## src/rtl/tpu_pkg.sv

```systemverilog
// Shared constants for the TPU C-buffer drain path: widths, beat count,
// drain FSM encoding, prefetch-slot encoding and the beat slicing helper.
package tpu_pkg;

  localparam int DATA_W     = 128;
  localparam int BEAT_W     = 32;
  localparam int IDX_W      = 16;
  localparam int BEATS      = DATA_W / BEAT_W;
  localparam int BEAT_CNT_W = (BEATS > 1) ? $clog2(BEATS) : 1;

  localparam logic [2:0] ST_IDLE    = 3'd0;
  localparam logic [2:0] ST_ISSUE   = 3'd1;
  localparam logic [2:0] ST_CAPTURE = 3'd2;
  localparam logic [2:0] ST_SEND    = 3'd3;
  localparam logic [2:0] ST_FINISH  = 3'd4;

  localparam logic [1:0] PF_NONE   = 2'd0;
  localparam logic [1:0] PF_ISSUED = 2'd1;
  localparam logic [1:0] PF_READY  = 2'd2;

  // Beat k is the k-th slice counted from the MSB, so column 0 leaves first.
  function automatic logic [BEAT_W-1:0] beat_slice(input logic [DATA_W-1:0] row,
                                                   input logic [BEAT_CNT_W-1:0] k);
    logic [BEAT_W-1:0] s;
    s = '0;
    for (int i = 0; i < BEATS; i++) begin
      if (k == BEAT_CNT_W'(i)) begin
        s = row[DATA_W-1-i*BEAT_W -: BEAT_W];
      end
    end
    return s;
  endfunction

endpackage

```

## src/rtl/tpu_row_serializer.sv

```systemverilog
// Holds one C row and streams it out as BEATS beats over valid/ready.
// A load presents beat 0 on the next cycle; loading is only done while idle.
module tpu_row_serializer
  import tpu_pkg::*;
(
  input  logic              clk,
  input  logic              rst_n,
  input  logic              load,
  input  logic [DATA_W-1:0] load_data,
  input  logic              load_last_row,
  input  logic              ready,
  output logic              valid,
  output logic [BEAT_W-1:0] data,
  output logic              last,
  output logic              row_done
);

  logic [DATA_W-1:0]     row_buf_r;
  logic [BEAT_CNT_W-1:0] beat_r;
  logic [BEAT_CNT_W-1:0] beat_nxt_s;
  logic [BEAT_W-1:0]     data_r;
  logic                  valid_r;
  logic                  last_r;
  logic                  last_row_r;
  logic                  fire_s;
  logic                  final_beat_s;

  // Handshake and beat-position decode.
  always_comb begin
    fire_s       = valid_r && ready;
    final_beat_s = (beat_r == BEAT_CNT_W'(BEATS - 1));
    beat_nxt_s   = beat_r + BEAT_CNT_W'(1);
  end

  // Row buffer, beat counter and registered output stage.
  always_ff @(posedge clk or negedge rst_n) begin
    if (!rst_n) begin
      row_buf_r  <= '0;
      beat_r     <= '0;
      data_r     <= '0;
      valid_r    <= 1'b0;
      last_r     <= 1'b0;
      last_row_r <= 1'b0;
    end else if (load) begin
      row_buf_r  <= load_data;
      beat_r     <= '0;
      data_r     <= beat_slice(load_data, '0);
      valid_r    <= 1'b1;
      last_row_r <= load_last_row;
      last_r     <= load_last_row && (BEATS == 1);
    end else if (fire_s) begin
      if (!final_beat_s) begin
        beat_r <= beat_nxt_s;
        data_r <= beat_slice(row_buf_r, beat_nxt_s);
        last_r <= last_row_r && (beat_nxt_s == BEAT_CNT_W'(BEATS - 1));
      end else begin
        valid_r <= 1'b0;
        last_r  <= 1'b0;
      end
    end
  end

  assign valid    = valid_r;
  assign data     = data_r;
  assign last     = last_r;
  assign row_done = fire_s && final_beat_s;

endmodule

```

## src/rtl/tpu_c_drain.sv

```systemverilog
// Drains the C global buffer row by row onto a 32-bit valid/ready stream.
// Define TPU_C_DRAIN_PREFETCH_EN for ping-pong row buffers with no inter-row bubble.
module tpu_c_drain
  import tpu_pkg::*;
(
  input  logic              clk,
  input  logic              rst_n,
  input  logic              start,
  input  logic [IDX_W-1:0]  num_rows,
  output logic              busy,
  output logic              done,
  output logic [IDX_W-1:0]  C_index,
  input  logic [DATA_W-1:0] C_data_out,
  output logic              m_valid,
  input  logic              m_ready,
  output logic [BEAT_W-1:0] m_data,
  output logic              m_last
);

  logic [2:0]       state_r;
  logic [2:0]       state_nxt_s;
  logic [IDX_W-1:0] num_rows_r;
  logic [IDX_W-1:0] row_r;
  logic [IDX_W-1:0] c_index_r;
  logic             busy_r;
  logic             done_r;
  logic             busy_s;
  logic             done_s;
  logic             accept_s;
  logic             final_row_s;
  logic             row_done_s;
  logic             advance_s;

  assign final_row_s = (row_r == (num_rows_r - IDX_W'(1)));
  assign accept_s    = (state_r == ST_IDLE) && start && (num_rows != '0);
  assign advance_s   = (state_r == ST_SEND) && row_done_s && !final_row_s;

`ifdef TPU_C_DRAIN_PREFETCH_EN
  localparam logic [2:0] ST_AFTER_ROW = ST_SEND;

  logic              sel_r;
  logic [1:0]        pf_r;
  logic              pf_issue_s;
  logic              pf_last_s;
  logic              ld_first_s;
  logic              ld_pf_s;
  logic              ld_last_s;
  logic              ld0_s, ld1_s;
  logic              v0_s, v1_s, l0_s, l1_s, rd0_s, rd1_s;
  logic [BEAT_W-1:0] d0_s, d1_s;

  // The idle buffer is refilled with row+1 while the active one is still sending.
  assign ld_first_s = (state_r == ST_CAPTURE);
  assign ld_pf_s    = (pf_r == PF_ISSUED);
  assign pf_last_s  = ((row_r + IDX_W'(1)) == (num_rows_r - IDX_W'(1)));
  assign ld_last_s  = ld_first_s ? final_row_s : pf_last_s;
  assign ld0_s      = (ld_first_s && !sel_r) || (ld_pf_s && sel_r);
  assign ld1_s      = (ld_first_s && sel_r) || (ld_pf_s && !sel_r);
  assign pf_issue_s = (state_r == ST_SEND) && (pf_r == PF_NONE) && !final_row_s && !row_done_s;

  tpu_row_serializer u_ser0 (
    .clk(clk), .rst_n(rst_n), .load(ld0_s), .load_data(C_data_out),
    .load_last_row(ld_last_s), .ready(m_ready && !sel_r),
    .valid(v0_s), .data(d0_s), .last(l0_s), .row_done(rd0_s)
  );

  tpu_row_serializer u_ser1 (
    .clk(clk), .rst_n(rst_n), .load(ld1_s), .load_data(C_data_out),
    .load_last_row(ld_last_s), .ready(m_ready && sel_r),
    .valid(v1_s), .data(d1_s), .last(l1_s), .row_done(rd1_s)
  );

  assign m_valid    = sel_r ? v1_s  : v0_s;
  assign m_data     = sel_r ? d1_s  : d0_s;
  assign m_last     = sel_r ? l1_s  : l0_s;
  assign row_done_s = sel_r ? rd1_s : rd0_s;
`else
  localparam logic [2:0] ST_AFTER_ROW = ST_ISSUE;

  tpu_row_serializer u_ser0 (
    .clk(clk), .rst_n(rst_n), .load(state_r == ST_CAPTURE), .load_data(C_data_out),
    .load_last_row(final_row_s), .ready(m_ready),
    .valid(m_valid), .data(m_data), .last(m_last), .row_done(row_done_s)
  );
`endif

  // FSM state register.
  always_ff @(posedge clk or negedge rst_n) begin
    if (!rst_n) begin
      state_r <= ST_IDLE;
    end else begin
      state_r <= state_nxt_s;
    end
  end

  // FSM next-state logic.
  always_comb begin
    state_nxt_s = state_r;
    case (state_r)
      ST_IDLE: begin
        if (start) begin
          state_nxt_s = (num_rows != '0) ? ST_ISSUE : ST_FINISH;
        end else begin
          state_nxt_s = ST_IDLE;
        end
      end
      ST_ISSUE:   state_nxt_s = ST_CAPTURE;
      ST_CAPTURE: state_nxt_s = ST_SEND;
      ST_SEND: begin
        if (row_done_s) begin
          state_nxt_s = final_row_s ? ST_FINISH : ST_AFTER_ROW;
        end else begin
          state_nxt_s = ST_SEND;
        end
      end
      ST_FINISH:  state_nxt_s = ST_IDLE;
      default:    state_nxt_s = ST_IDLE;
    endcase
  end

  // FSM outputs, decoded from the next state so they can be registered.
  always_comb begin
    busy_s = 1'b0;
    done_s = 1'b0;
    case (state_nxt_s)
      ST_ISSUE, ST_CAPTURE, ST_SEND: busy_s = 1'b1;
      ST_FINISH:                     done_s = 1'b1;
      default: begin
        busy_s = 1'b0;
        done_s = 1'b0;
      end
    endcase
  end

  // Registered status outputs.
  always_ff @(posedge clk or negedge rst_n) begin
    if (!rst_n) begin
      busy_r <= 1'b0;
      done_r <= 1'b0;
    end else begin
      busy_r <= busy_s;
      done_r <= done_s;
    end
  end

  // Row bookkeeping and read address.
  always_ff @(posedge clk or negedge rst_n) begin
    if (!rst_n) begin
      num_rows_r <= '0;
      row_r      <= '0;
      c_index_r  <= '0;
`ifdef TPU_C_DRAIN_PREFETCH_EN
      sel_r      <= 1'b0;
      pf_r       <= PF_NONE;
`endif
    end else if (accept_s) begin
      num_rows_r <= num_rows;
      row_r      <= '0;
      c_index_r  <= '0;
`ifdef TPU_C_DRAIN_PREFETCH_EN
      sel_r      <= 1'b0;
      pf_r       <= PF_NONE;
`endif
    end else if (advance_s) begin
      row_r      <= row_r + IDX_W'(1);
`ifdef TPU_C_DRAIN_PREFETCH_EN
      sel_r      <= ~sel_r;
      pf_r       <= PF_NONE;
    end else if (pf_issue_s) begin
      c_index_r  <= row_r + IDX_W'(1);
      pf_r       <= PF_ISSUED;
    end else if (pf_r == PF_ISSUED) begin
      pf_r       <= PF_READY;
`else
      c_index_r  <= row_r + IDX_W'(1);
`endif
    end
  end

  assign busy    = busy_r;
  assign done    = done_r;
  assign C_index = c_index_r;

endmodule
```

## config.mk

```make
export PLATFORM = sky130hd
export DESIGN_NAME = tpu_c_drain
export DESIGN_NICKNAME = d
export VERILOG_FILES = /design/src/rtl/tpu_pkg.sv /design/src/rtl/tpu_row_serializer.sv /design/src/rtl/tpu_c_drain.sv
export SDC_FILE = /design/constraint.sdc
export NUM_CORES = 1
export LEC_CHECK = 0
export ABC_AREA = 1
export CORE_MARGIN = 3
export CORE_UTILIZATION = 40
export CTS_CLUSTER_SIZE = 14
export DETAILED_ROUTE_END_ITERATION = 12
export GPL_TIMING_DRIVEN = 0
export HOLD_SLACK_MARGIN = 0.02
export MAX_ROUTING_LAYER = met4
export SYNTH_ARGS = -nofsm -noshare
export SYNTH_HDL_FRONTEND = slang
export SYNTH_SLANG_ARGS = --single-unit
```

## constraint.sdc

```tcl
create_clock -name clk -period 2.8 [get_ports clk]
set_input_delay 0.42 -clock clk [delete_from_list [all_inputs] [get_ports clk]]
set_output_delay 0.42 -clock clk [all_outputs]
set_load 0.05 [all_outputs]
```

==> metrics.txt, run 1 <==
Die Y 164 um; most common flop cell mapped by yosys dfrtp_1; initial drt markers 721; Crit path top cell by count nand2_1; Final nets 1679; Reg-to-Reg Start u_ser0.beat_r[0]; GRT Util Overall 0.250; Initial Utilization 0.409; CP endpoint kind register; Avg WL per Cell 17.5 um; Die Wd 164 um; Final Cycle Share 0.882; Worst Path Max Fanout 10; setup slack, reg-to-reg 0.33 ns; # IOs 200; R2R Path End u_ser0.data[20]; H-tree depth 1; crit-path cells inv_1 > ha_1 > inv_1 > nand2_1 > clkinv_1 > clkbuf_1 > nand2_1 > nand2_1 > o21ai_0 > nand2_1 > o21ai_0 > o211ai_1; Hold Crit Depth 3; die area 0.0270 mm2; WP data required 3.16 ns; Pre-antenna DRT Iters 5; Top delay family on crit path buffers and inverters; largest net degree at the start of global routing 111; peak supply drop 728 uV; Crit path arrival time 2.83 ns; Hold Vio Cnt, Final 0; Hold WC Path Type in -> reg; vias in the first global route 9249; Core Area 0.0245 mm2; clock insertion delay at the later pin of the skew report 0.52 ns; critical path buffer and inverter count 4; clock skew 0.0176 ns; area fraction in compound gates after synthesis 0.101; synth unique cells 33; final instance area 0.0133 mm2; worst hold start C_data_out[16]; residual overflow from global routing 0; CTS Root Buffer Type clkbuf_16; slowest cell on the critical path dfrtp_1; post-synthesis mux area share 0; layout cells sized above 1 0.0545; Reg2Reg Depth 12; DRC Markers 0; adder-cell share of the synthesized area 0.00875; MaxCap Viol Count 0; Final Slew Violations 0; synthesized area 0.0100 mm2; first-pass GRT wire length 51400 um; clock sink count 202; XOR/XNOR share of the synthesized area 0.0210; Leak 6.36 nW; asr flop ratio synth 1.00; Crit Path Category reg -> reg; Psw 6.84 mW; most common cell after layout, fill and taps aside nand2_1; Detail Route Antenna Nets 0; Worst setup SP type register; worst-margin pin slew 0.756 ns; clock-pin slew on the worst setup and hold paths 0.06 ns; Reg power frac 0.332; largest family of logic cells by synthesized area simple AND/OR/NAND/NOR gates; PortBufs 199; Post-Syn Area per Cell 7.72 um2; row count 57; normalized max-slew margin 0.496; gpl congestion 0.882; Post-synth EDFFs 0; hpwl dp 24100 um; Int Pwr 8.49 mW; Max Freq 405 MHz; placed cell area 0.0124 mm2; Clk pwr share 0.207; Warnings, synthesis 0; hold path endpoint u_ser0.row_buf_r[16]; post-synthesis sequential area ratio 0.505; Routed WL 32600 um; clock buffer depth 3; DP Worst Slack -0.154 ns; RSZ-0062 raised after global routing no; via/cell ratio 5.01; Seq cells post-synth 202; status completed; PwrDens 1160 mW/mm2; TritonCTS Buffers 24; Combinational Power Share 0.461; initial antenna violation count 0; slowest stage delay, CP 0.44 ns; P&R area growth vs syn 32.5%; Final Setup Violations 0; Sw Ratio 0.446; Synth Instances 1297; vias 9351; fin crit period 2.47 ns; commonest non-fill, non-tap cells in the layout nand2_1, dfrtp_1, clkdlybuf4s50_1; setup ws final 0.330 ns; CTS tree done; post-synthesis simple-gate area fraction 0.305; Syn Nets 1452
power by group through the flow:
stage	Combinational [mW]	Sequential, mW	Clock (mW)
after detailed placement	7.06	5.11	0
after global placement	6.94	5.10	0
final	7.06	5.09	3.18
after floorplan	3.85	5.78	0
after global routing	7.92	5.24	3.37
after CTS	7.10	5.08	3.24
area by class of cell:
type / count / area, um2
timing repair buffer: 201 / 2030
sequential: 202 / 5050
tap: 324 / 405
multi-input combinational: 943 / 4360
clock buffer: 33 / 664
inverter: 85 / 319
clock inverter: 10 / 145
buffer: 67 / 277
antenna: 1 / 2.50
fill: 2390 / 11200
metrics by stage:
step           hold slack, ns  power (mW)  std cells   util  setup TNS, ns
6_report                0.434        15.3       1866  0.542              0
3_5_place_dp            0.453        12.2       1821  0.509          -1.32
5_1_grt                 0.433        16.5       1865  0.542              0
3_3_place_gp            0.448        12.0       1820  0.507       -1514.77
2_1_floorplan           0.124        9.63       1297      -              0
4_1_cts                 0.418        15.4       1865  0.542              0
cell families (layout without fill, tap and decap cells):
group	count (synthesis)	in the layout
and+or+nand+nor	728	728
DFF	202	202
AOI/OAI and AO/OA	184	184
buffers and inverters	152	396
xor gates and xnor gates	24	24
adders and majority gates	7	7
other	0	1
worst max-delay path by stage:
stage	start	to	slack, ns	cells past startpoint
6_report	u_ser0.beat_r[0]	u_ser0.data[20]	0.33	12
3_3_place_gp	rst_n	u_ser0.row_buf_r[8]	-7.51	1
2_1_floorplan	num_rows_r[0]	busy	0.73	14
5_1_grt	num_rows_r[0]	C_index[1]	0.04	14
4_1_cts	num_rows_r[0]	C_index[15]	0.33	14
3_5_place_dp	num_rows[1]	num_rows_r[3]	-0.15	7
synthesized netlist by cell type (8+ instances only):
cell type	count	area share
nand2_1	555	0.21
dfrtp_1	202	0.50
o21ai_0	95	0.047
inv_1	78	0.029
nor2_1	60	0.022
clkbuf_1	50	0.019
a21oi_1	48	0.024
nand3_1	37	0.018
nand4_1	29	0.018
o211ai_1	21	0.016
a31oi_1	14	0.0087
xor2_1	14	0.012
nand3_2	10	0.010
xnor2_1	10	0.0087
buf_1	9	0.0034
nor3_1	8	0.0040
repair_timing:
action,4_1_cts,5_1_grt
setup buffers,0,0
hold buffers,1,0
hold endpoints to repair,92,0
gates resized for setup,0,0
flip-flops by register name, indices dropped and copies added, names as in the netlist:
signal,flops
u_ser0.last_row_r,1
done,1
state_r,3
u_ser0.valid,1
u_ser0.row_buf_r,128
u_ser0.beat_r,2
C_index,16
busy,1
u_ser0.data,32
u_ser0.last,1
num_rows_r,16
per-layer routing:
layer  track usage  share of wire
met3        0.0378          0.058
met2         0.392           0.46
met5             -              0
met4        0.0554          0.024
met1         0.346           0.46
tightest hold or removal path, stage by stage:
cell	delay [ns]
clkdlybuf4s50_1	0.39
nand2_1	0.06
nand2_1	0.04
(Power assumes the default switching activity.)
==> run 2: changes to the inputs <==
--- a/config.mk
+++ b/config.mk
@@ -6,13 +6,11 @@
 export NUM_CORES = 1
 export LEC_CHECK = 0
 export ABC_AREA = 1
-export CORE_MARGIN = 3
 export CORE_UTILIZATION = 40
 export CTS_CLUSTER_SIZE = 14
 export DETAILED_ROUTE_END_ITERATION = 12
 export GPL_TIMING_DRIVEN = 0
 export HOLD_SLACK_MARGIN = 0.02
-export MAX_ROUTING_LAYER = met4
 export SYNTH_ARGS = -nofsm -noshare
 export SYNTH_HDL_FRONTEND = slang
 export SYNTH_SLANG_ARGS = --single-unit
==> run 2 against run 1 <==
  * Maximum frequency fell by 4.9%
  * Global-route usage rose by 0.16 points
  * Count of clock-buffer cells in the layout did not move
  * Critical endpoint is now busy
  * Largest cell class unchanged
  * Core utilization fell by 0.40 points
  * Non-clock buffer count did not move
  * Final area fell by 0.74%
  * Total power fell by 2.1%
  * Sequential share of layout area rose by 0.28 points
  * Clock power fell by 9.1%
  * Combinational power fell by 0.6%
==> metrics.txt, run 2 (same netlist as run 1, synthesis figures left out) <==
RSZ-0062 raised after global routing no (unchanged); # IOs 200 (unchanged); initial antenna violation count 2 (was 0); Max Freq 385 MHz (was 405 MHz); clock insertion delay at the later pin of the skew report 0.51 ns (was 0.52 ns); Pre-antenna DRT Iters 5 (unchanged); clock sink count 202 (unchanged); setup ws final 0.202 ns (was 0.330 ns); status completed (unchanged); post-CTS setup buffer count 0 (unchanged); clock skew 0.0195 ns (was 0.0176 ns); CTS tree done (unchanged); Final Cycle Share 0.928 (was 0.882); Final Setup Violations 0 (unchanged); WP data required 3.10 ns (was 3.16 ns); residual overflow from global routing 0 (unchanged); layout cells sized above 1 0.0515 (was 0.0545); setup slack, reg-to-reg 0.20 ns (was 0.33 ns); CTS Root Buffer Type clkbuf_16 (unchanged); most common cell after layout, fill and taps aside nand2_1 (unchanged); normalized max-slew margin 0.479 (was 0.496); Routed WL 31700 um (was 32600 um); fill cell count 2379 (was 2390); via/cell ratio 4.97 (was 5.01); first-pass GRT wire length 50300 um (was 51400 um); Hold WC Path Type in -> reg (unchanged); H-tree depth 1 (unchanged); Worst setup SP type register (unchanged); Most flops, register u_ser0.row_buf_r (unchanged); Initial Utilization 0.409 (unchanged); vias 9239 (was 9351); Reg2Reg Depth 14 (was 12); commonest non-fill, non-tap cells in the layout nand2_1, dfrtp_1, clkdlybuf4s50_1 (unchanged); Die Wd 160 um (was 164 um); Reg-to-Reg Start num_rows_r[0] (was u_ser0.beat_r[0]); fin crit period 2.60 ns (was 2.47 ns); max FFs per register 128 (unchanged); PwrDens 1140 mW/mm2 (was 1160 mW/mm2); diodes inserted 0 (was 1); GRT Util Overall 0.252 (was 0.250); clock-pin slew on the worst setup and hold paths 0.06 ns (about the same); gpl congestion 0.899 (was 0.882); Core Area 0.0245 mm2 (unchanged); R2R Path End busy (was u_ser0.data[20]); clock buffer depth 3 (unchanged); P&R area growth vs syn 31.5% (was 32.5%); peak supply drop 513 uV (was 728 uV); Hold Crit Depth 3 (unchanged); worst-margin pin slew 0.782 ns (was 0.756 ns); DRC Markers 0 (unchanged); Worst Hold Margin 0.439 ns (was 0.434 ns); Final Slew Violations 0 (unchanged); MaxCap Viol Count 0 (unchanged); PortBufs 199 (unchanged); Setup TNS 0 ns (unchanged); Hold Buf Count CTS 1 (unchanged); vias in the first global route 8997 (was 9249); Worst Path Max Fanout 10 (unchanged); largest net degree at the start of global routing 110 (was 111); row count 57 (unchanged); Hold Vio Cnt, Final 0 (unchanged); DP Worst Slack -0.246 ns (was -0.154 ns); worst hold start C_data_out[41] (was C_data_out[16]); hpwl dp 23600 um (was 24100 um); die area 0.0257 mm2 (was 0.0270 mm2); TritonCTS Buffers 23 (was 24); Avg WL per Cell 17.1 um (was 17.5 um); Leak 6.31 nW (was 6.36 nW); Die Y 160 um (was 164 um); hold path endpoint u_ser0.row_buf_r[41] (was u_ser0.row_buf_r[16]); Final nets 1678 (was 1679); Crit Path Category reg -> reg (unchanged); CP endpoint kind register (unchanged); CTS-repair resized insts 0 (unchanged); initial drt markers 672 (was 721); Detail Route Antenna Nets 0 (unchanged); Crit path arrival time 2.90 ns (was 2.83 ns)
run 2: worst max-delay path by stage:
stage,start,end,cells past startpoint
after floorplan,num_rows_r[0],busy,14
after detailed placement,num_rows[1],busy,7
after CTS,num_rows_r[0],busy,14
after global placement,rst_n,u_ser0.row_buf_r[9],1
after global routing,num_rows_r[0],busy,14
final,num_rows_r[0],busy,14
run 2: layout make-up:
type	count	area (um2)	area share
inverters	85	319	0.0242
repair buffers	201	2030	0.155
clock inverters	4	51.3	0.00390
flip-flops and latches	202	5050	0.384
well taps	324	405	0.0308
multi-input cells	943	4360	0.331
clock buffers	33	663	0.0504
plain buffers	67	277	0.0210
run 2: where the power goes:
group / switching (mW) / leakage, nW / total [mW] / internal [mW]
logic: 4.74 / 3.47 / 7.02 / 2.29
clock network: 1.17 / 0.348 / 2.89 / 1.72
registers: 0.832 / 2.50 / 5.09 / 4.26
total: 6.74 / 6.31 / 15.0 / 8.27
run 2: per-layer routing:
layer / vias to the layer above / GRT usage / part of all wire
li1: 4608 / - / -
met1: 4336 / 0.358 / 0.47
met2: 253 / 0.404 / 0.46
met3: 38 / 0.0369 / 0.050
met4: 4 / 0.0602 / 0.019
met5: - / 0 / 0.00069
run 2: worst max-delay path: stages (launching register included):
cell     delay (ns)
dfrtp_1        0.41
inv_2          0.14
ha_1           0.34
inv_2          0.07
nor2_2         0.15
nand3_1        0.14
nand2_1        0.09
nand2_1        0.05
nand2_1        0.11
nand3_1        0.15
nor3_4         0.18
nand2_4        0.15
nand2_8        0.11
buf_12         0.14
nand4_1        0.15
run 2: stage by stage:
| step | util | instance area (um2) | total power, mW | cells |
|---|---|---|---|---|
| after detailed placement | 0.509 | 12400 | 12.2 | 1821 |
| after CTS | 0.538 | 13200 | 15.1 | 1859 |
| final | 0.538 | 13200 | 15.0 | 1859 |
| after floorplan | - | 10000 | 9.63 | 1297 |
| after global routing | 0.538 | 13200 | 16.2 | 1859 |
| after global placement | 0.507 | 12400 | 12.0 | 1820 |
==> run 3: changes to the inputs <==
--- a/config.mk
+++ b/config.mk
@@ -11,6 +11,8 @@
 export DETAILED_ROUTE_END_ITERATION = 12
 export GPL_TIMING_DRIVEN = 0
 export HOLD_SLACK_MARGIN = 0.02
+export SKIP_LAST_GASP = 1
+export SLEW_MARGIN = 20
 export SYNTH_ARGS = -nofsm -noshare
 export SYNTH_HDL_FRONTEND = slang
 export SYNTH_SLANG_ARGS = --single-unit
==> run 3 against run 2 <==
  * Sequential power hardly changed
  * Count of clock-buffer cells in the layout is 1 higher
  * Core utilization is 0.14 points higher
  * Combinational power hardly changed
  * Critical path type is now in -> reg
  * Critical endpoint unchanged
  * Largest cell class unchanged
==> metrics.txt, run 3 (same netlist as run 1, synthesis figures left out) <==
CP endpoint kind register (unchanged); WP data required 3.09 ns (was 3.10 ns); Final Slew Violations 0 (unchanged); PwrDens 1140 mW/mm2 (about the same); Detail Route Antenna Nets 0 (unchanged); setup ws final 0.204 ns (was 0.202 ns); peak supply drop 604 uV (was 513 uV); clock insertion delay at the later pin of the skew report 0.51 ns (about the same); vias 9302 (was 9239); gpl congestion 0.899 (unchanged); TritonCTS Buffers 23 (unchanged); Most flops, register u_ser0.row_buf_r (unchanged); Die Y 160 um (unchanged); P&R area growth vs syn 31.8% (was 31.5%); clock-pin slew on the worst setup and hold paths 0.05 ns (was 0.06 ns); Crit path arrival time 2.89 ns (was 2.90 ns); Worst setup SP type input pin (was register); row count 57 (unchanged); status completed (unchanged); CTS Root Buffer Type clkbuf_16 (unchanged); diodes inserted 0 (unchanged); Final nets 1679 (was 1678); Routed WL 31800 um (was 31700 um); via/cell ratio 5.00 (was 4.97); Max Freq 385 MHz (about the same); MaxCap Viol Count 0 (unchanged); Pre-antenna DRT Iters 7 (was 5); # IOs 200 (unchanged); Core Area 0.0245 mm2 (unchanged); Initial Utilization 0.409 (unchanged); Final Util 0.540 (was 0.538); worst-margin pin slew 0.759 ns (was 0.782 ns); placed cell area 0.0125 mm2 (was 0.0124 mm2); Setup TNS 0 ns (unchanged); H-tree depth 1 (unchanged); largest net degree at the start of global routing 94 (was 110); residual overflow from global routing 0 (unchanged); Hold WC Path Type in -> async (was in -> reg); commonest non-fill, non-tap cells in the layout nand2_1, dfrtp_1, clkdlybuf4s50_1 (unchanged); fill cell count 2381 (was 2379); vias in the first global route 9053 (was 8997); initial drt markers 598 (was 672); clock buffer depth 3 (unchanged); Crit Path Category in -> reg (was reg -> reg); hpwl dp 23800 um (was 23600 um); die area 0.0257 mm2 (unchanged); RSZ-0062 raised after global routing no (unchanged); DP Worst Slack -0.263 ns (was -0.246 ns); clock skew 0.0169 ns (was 0.0195 ns); Worst Path Max Fanout 10 (unchanged); most common cell after layout, fill and taps aside nand2_1 (unchanged); fin crit period 2.60 ns (about the same); CTS-repair resized insts 0 (unchanged); Final Setup Violations 0 (unchanged); CTS tree done (unchanged); PortBufs 199 (unchanged); Leak 6.33 nW (was 6.31 nW); Final Cycle Share 0.927 (was 0.928); GRT Util Overall 0.251 (was 0.252); Hold Vio Cnt, Final 0 (unchanged); clock sink count 202 (unchanged); normalized max-slew margin 0.494 (was 0.479); max FFs per register 128 (unchanged); final instance area 0.0132 mm2 (about the same); Avg WL per Cell 17.1 um (about the same); initial antenna violation count 2 (unchanged); DRC Markers 0 (unchanged); first-pass GRT wire length 50300 um (about the same); layout cells sized above 1 0.0527 (was 0.0515); Die Wd 160 um (unchanged)
-- run 3: cell count changes in the layout (fill, tap and decap cells not counted), sizes merged --
cell / previous run / this run
clkinv: 3 / 5
clkinvlp: 1 / 0
buf: 19 / 20
clkbuf: 83 / 84
-- run 3: power breakdown --
| group | switching, mW | leakage, nW | internal (mW) |
|---|---|---|---|
| registers | 0.831 | 2.50 | 4.26 |
| clock network | 1.17 | 0.357 | 1.73 |
| logic | 4.74 | 3.48 | 2.29 |
-- run 3: per-stage QoR --
stage	cells	hold WS (ns)	power [mW]
after floorplan	1297	0.124	9.63
after global placement	1820	0.449	12.0
after detailed placement	1822	0.314	12.2
after CTS	1862	0.376	15.1
after global routing	1862	0.395	16.2
final	1862	0.379	15.0
-- run 3: final timing paths --
check	slack (ns)	to	startpoint	depth (start not counted)
setup / recovery	0.20	busy	num_rows[1]	7
hold / removal	0.38	num_rows_r[0]	rst_n	2
max in group asynchronous	1.65	u_ser0.data[6]	rst_n	3
min in group clk	0.44	u_ser0.row_buf_r[41]	C_data_out[41]	3
setup reg to reg	0.21	busy	num_rows_r[0]	14
hold reg to reg	0.46	u_ser0.row_buf_r[54]	u_ser0.row_buf_r[54]	2
-- run 3: area by class of cell --
class	count	area, um2	share of cell area
clock inverter	5	53.8	0.00408
timing repair buffer	202	2060	0.156
sequential	202	5050	0.383
inverter	85	319	0.0242
tap	324	405	0.0307
buffer	67	277	0.0209
clock buffer	34	667	0.0505
multi-input combinational	943	4360	0.330
-- run 3: timing repair --
action	CTS	global route
hold endpoints to repair	34	0
buffers inserted	0	0
hold buffers	1	0
-- run 3: per-layer routing --
| layer | track usage | share of wire |
|---|---|---|
| met1 | 0.357 | 0.46 |
| met2 | 0.404 | 0.46 |
| met3 | 0.0377 | 0.058 |
| met4 | 0.0606 | 0.021 |
| met5 | 0 | 0.00085 |
-- run 3: critical path, stage by stage --
cell,delay (ns)
clkdlybuf4s50_1,0.42
nor4_1,0.37
nand4_1,0.22
nand4_1,0.14
clkbuf_1,0.41
buf_1,0.58
nand4_1,0.32
==> RTL edit, RTL diff (settings of run 1) <==
Add a define of `TPU_C_DRAIN_PREFETCH_EN`.
--- a/src/rtl/tpu_c_drain.sv
+++ b/src/rtl/tpu_c_drain.sv
@@ -1,5 +1,7 @@
 // Drains the C global buffer row by row onto a 32-bit valid/ready stream.
 // Define TPU_C_DRAIN_PREFETCH_EN for ping-pong row buffers with no inter-row bubble.
+`define TPU_C_DRAIN_PREFETCH_EN
+
 module tpu_c_drain
   import tpu_pkg::*;
 (
Formal check against the unedited RTL: not equivalent (Yosys sat finds a counterexample within 10 cycles, from zero or initial values and one cycle with rst_n low).
==> RTL edit against run 1 <==
Clock power increased by 97%; area after synthesis increased by 87%; worst hold slack got worse by 0.053 ns; largest cell class unchanged; sequential power increased by 85%; sequential cell count increased by 184; cell area increased by 75%; total power increased by 61%; setup slack got worse by 0.20 ns; critical endpoint is now m_data[1]; critical path type is now register to primary output; wire length increased by 100%.
==> RTL edit: results (changes against run 1) <==
The delay of the slowest critical-path stage is 0.47 ns (+0.03 ns). The final weighted congestion in routability-driven placement is 0.897 (+1.8%). The first-pass GRT wire length is 101 mm (+97%).

The tightest min-delay check is of the input port to async pin type. The number of distinct library cell variants in the gate-level netlist after synthesis is 38 (+15%). The switching share of total power is 40.6% (-4.0 points). Yosys attributes the largest share of cell area to dfrtp_1 (52%), nand2_1 (20%), o21ai_0 (6.0%), inv_1 (2.9%), o311ai_0 (2.7%). The number of optimization iterations in the first detailed-route pass is 7 (+2). The initial detailed-routing violation count is 1619 (+120%). The static leakage came to 10.9 nW (+72%).

The detailed-route vias per instance is 5.40 (+7.7%). The global-route track usage on met2 came out at 42.0% (+2.8 points). Sorting the synthesized cells by how often they occur yields nand2_1 (1016), dfrtp_1 (386), o21ai_0 (223). The pin count of the biggest net entering global routing is 119 (+7.2%). The number of filler instances in the final layout is 4514 (+89%). The met3 track utilization from global routing came out at 4.14% (+0.35 points).

The power in the clock group was 0.00628 W (+97%). The number of global-route vias before repair is 17450 (+89%). The headroom to the max-slew limit came out at 44.4% (-5.1 points). The fraction of final layout cells sized beyond drive strength 1 is 6.94% (+1.5 points). The worst-case clock buffer depth came out at 3 (unchanged). The largest registers in the layout are u_ser0.row_buf_r: 128 flops, u_ser1.row_buf_r: 128 flops. The CTS buffer count is 45 (+88%). The HPWL reported at the end of detailed placement came out at 48.1 mm (+100%). The latest clock arrival within the worst-skew pair is 0.59 ns (+0.07 ns). The total nets after synthesis came to 2540 (+75%). The antenna diode count is 0 (-1). The sequential-to-total area share from yosys stat is 51.6% (+1.2 points). The number of levels the H-tree was split into came out at 2 (+1). The highest ir drop seen on vdd came out at 0.000524 V (-28%). The global routing usage on met1 is 36.6% (+2.0 points).

The number of nets in the layout is 2790 (+66%). The flow ran to the end, and the final reports show no timing, DRC or antenna violations. The combined global-route utilization of all metal layers was 27.1% (+2.1 points). The worst-case clock skew came to 0.0326 ns (+0.0150 ns).

The share of total power in combinational logic came to 36.4% (-9.7 points).
[RTL edit: cell count changes after synthesis, sizes merged, moves of 64 or more]
| cell | before | now |
|---|---|---|
| nand2 | 563 | 1025 |
| a211oi | 0 | 64 |
| inv | 83 | 147 |
| o311ai | 0 | 64 |
| o21ai | 96 | 244 |
| dfrtp | 202 | 386 |
[RTL edit: worst paths after layout]
kind / slack (ns) / cells past startpoint / startpoint / endpoint
worst min register to register: 0.47 / 2 / u_ser0.row_buf_r[24]$_DFFE_PN0N_ / u_ser0.row_buf_r[24]$_DFFE_PN0N_
worst max register to register: 0.14 / 9 / u_ser1.beat_r[0]$_DFFE_PN0P_ / u_ser1.data[5]$_DFFE_PN0P_
worst max-delay path: 0.13 / 5 / sel_r$_DFFE_PN0P_ / m_data[1]
worst min-delay path: 0.38 / 2 / rst_n / num_rows_r[11]$_DFFE_PN0P_
min in group clk: 0.41 / 3 / C_data_out[2] / u_ser1.row_buf_r[2]$_DFFE_PN0N_
max in group asynchronous: 1.40 / 3 / rst_n / state_r[0]$_DFF_PN0_
[RTL edit: kinds of logic (layout without fill, tap and decap cells)]
| group | count (synthesis) | in the layout | share of synthesized area, % |
|---|---|---|---|
| AO/OA/AOI/OAI | 442 | 442 | 14.0 |
| flip-flops | 386 | 386 | 51.6 |
| buffers and inverters | 289 | 574 | 6.12 |
| AND/OR/NAND/NOR | 1232 | 1232 | 26.5 |
| adder cells (fa/ha/maj) | 12 | 12 | 0.803 |
| XOR/XNOR | 19 | 19 | 0.890 |
[RTL edit: cell type report]
| class | instances | area, um^2 | share of cell area, % |
|---|---|---|---|
| Clock inverter | 18 | 272 | 1.17 |
| Clock buffer | 64 | 1300 | 5.61 |
| Multi-Input combinational cell | 1705 | 7920 | 34.2 |
| Inverter | 148 | 556 | 2.40 |
| Timing Repair Buffer | 203 | 2080 | 9.00 |
| Buffer | 141 | 622 | 2.68 |
| Sequential cell | 386 | 9660 | 41.7 |
| Tap cell | 600 | 751 | 3.24 |
[RTL edit: per-layer routing]
metal | vias up | wire length (um)
li1 | 8268 | -
met1 | 8556 | 29300
met2 | 664 | 30200
met3 | 129 | 4510
met4 | 0 | 2220
met5 | - | 0
[RTL edit: per-stage QoR]
stage	setup TNS [ns]	area [um^2]	setup slack (ns)	std cells	power (W)
5_1_grt	-0.00157	23200	-0.00157	3265	0.0262
3_5_place_dp	-23.09	21500	-0.547	3182	0.0185
6_report	0	23200	0.126	3265	0.0247
2_1_floorplan	0	18700	0.648	2380	0.0149
3_3_place_gp	-6118.07	21400	-15.85	3179	0.0182
4_1_cts	0	23200	0.00102	3265	0.0247
[RTL edit: repair_timing]
item	CTS	global route
hold buffers	1	0
endpoints found under the setup margin	121	196
gates resized for setup	94	42
pin swaps	0	1
hold endpoints to repair	62	0
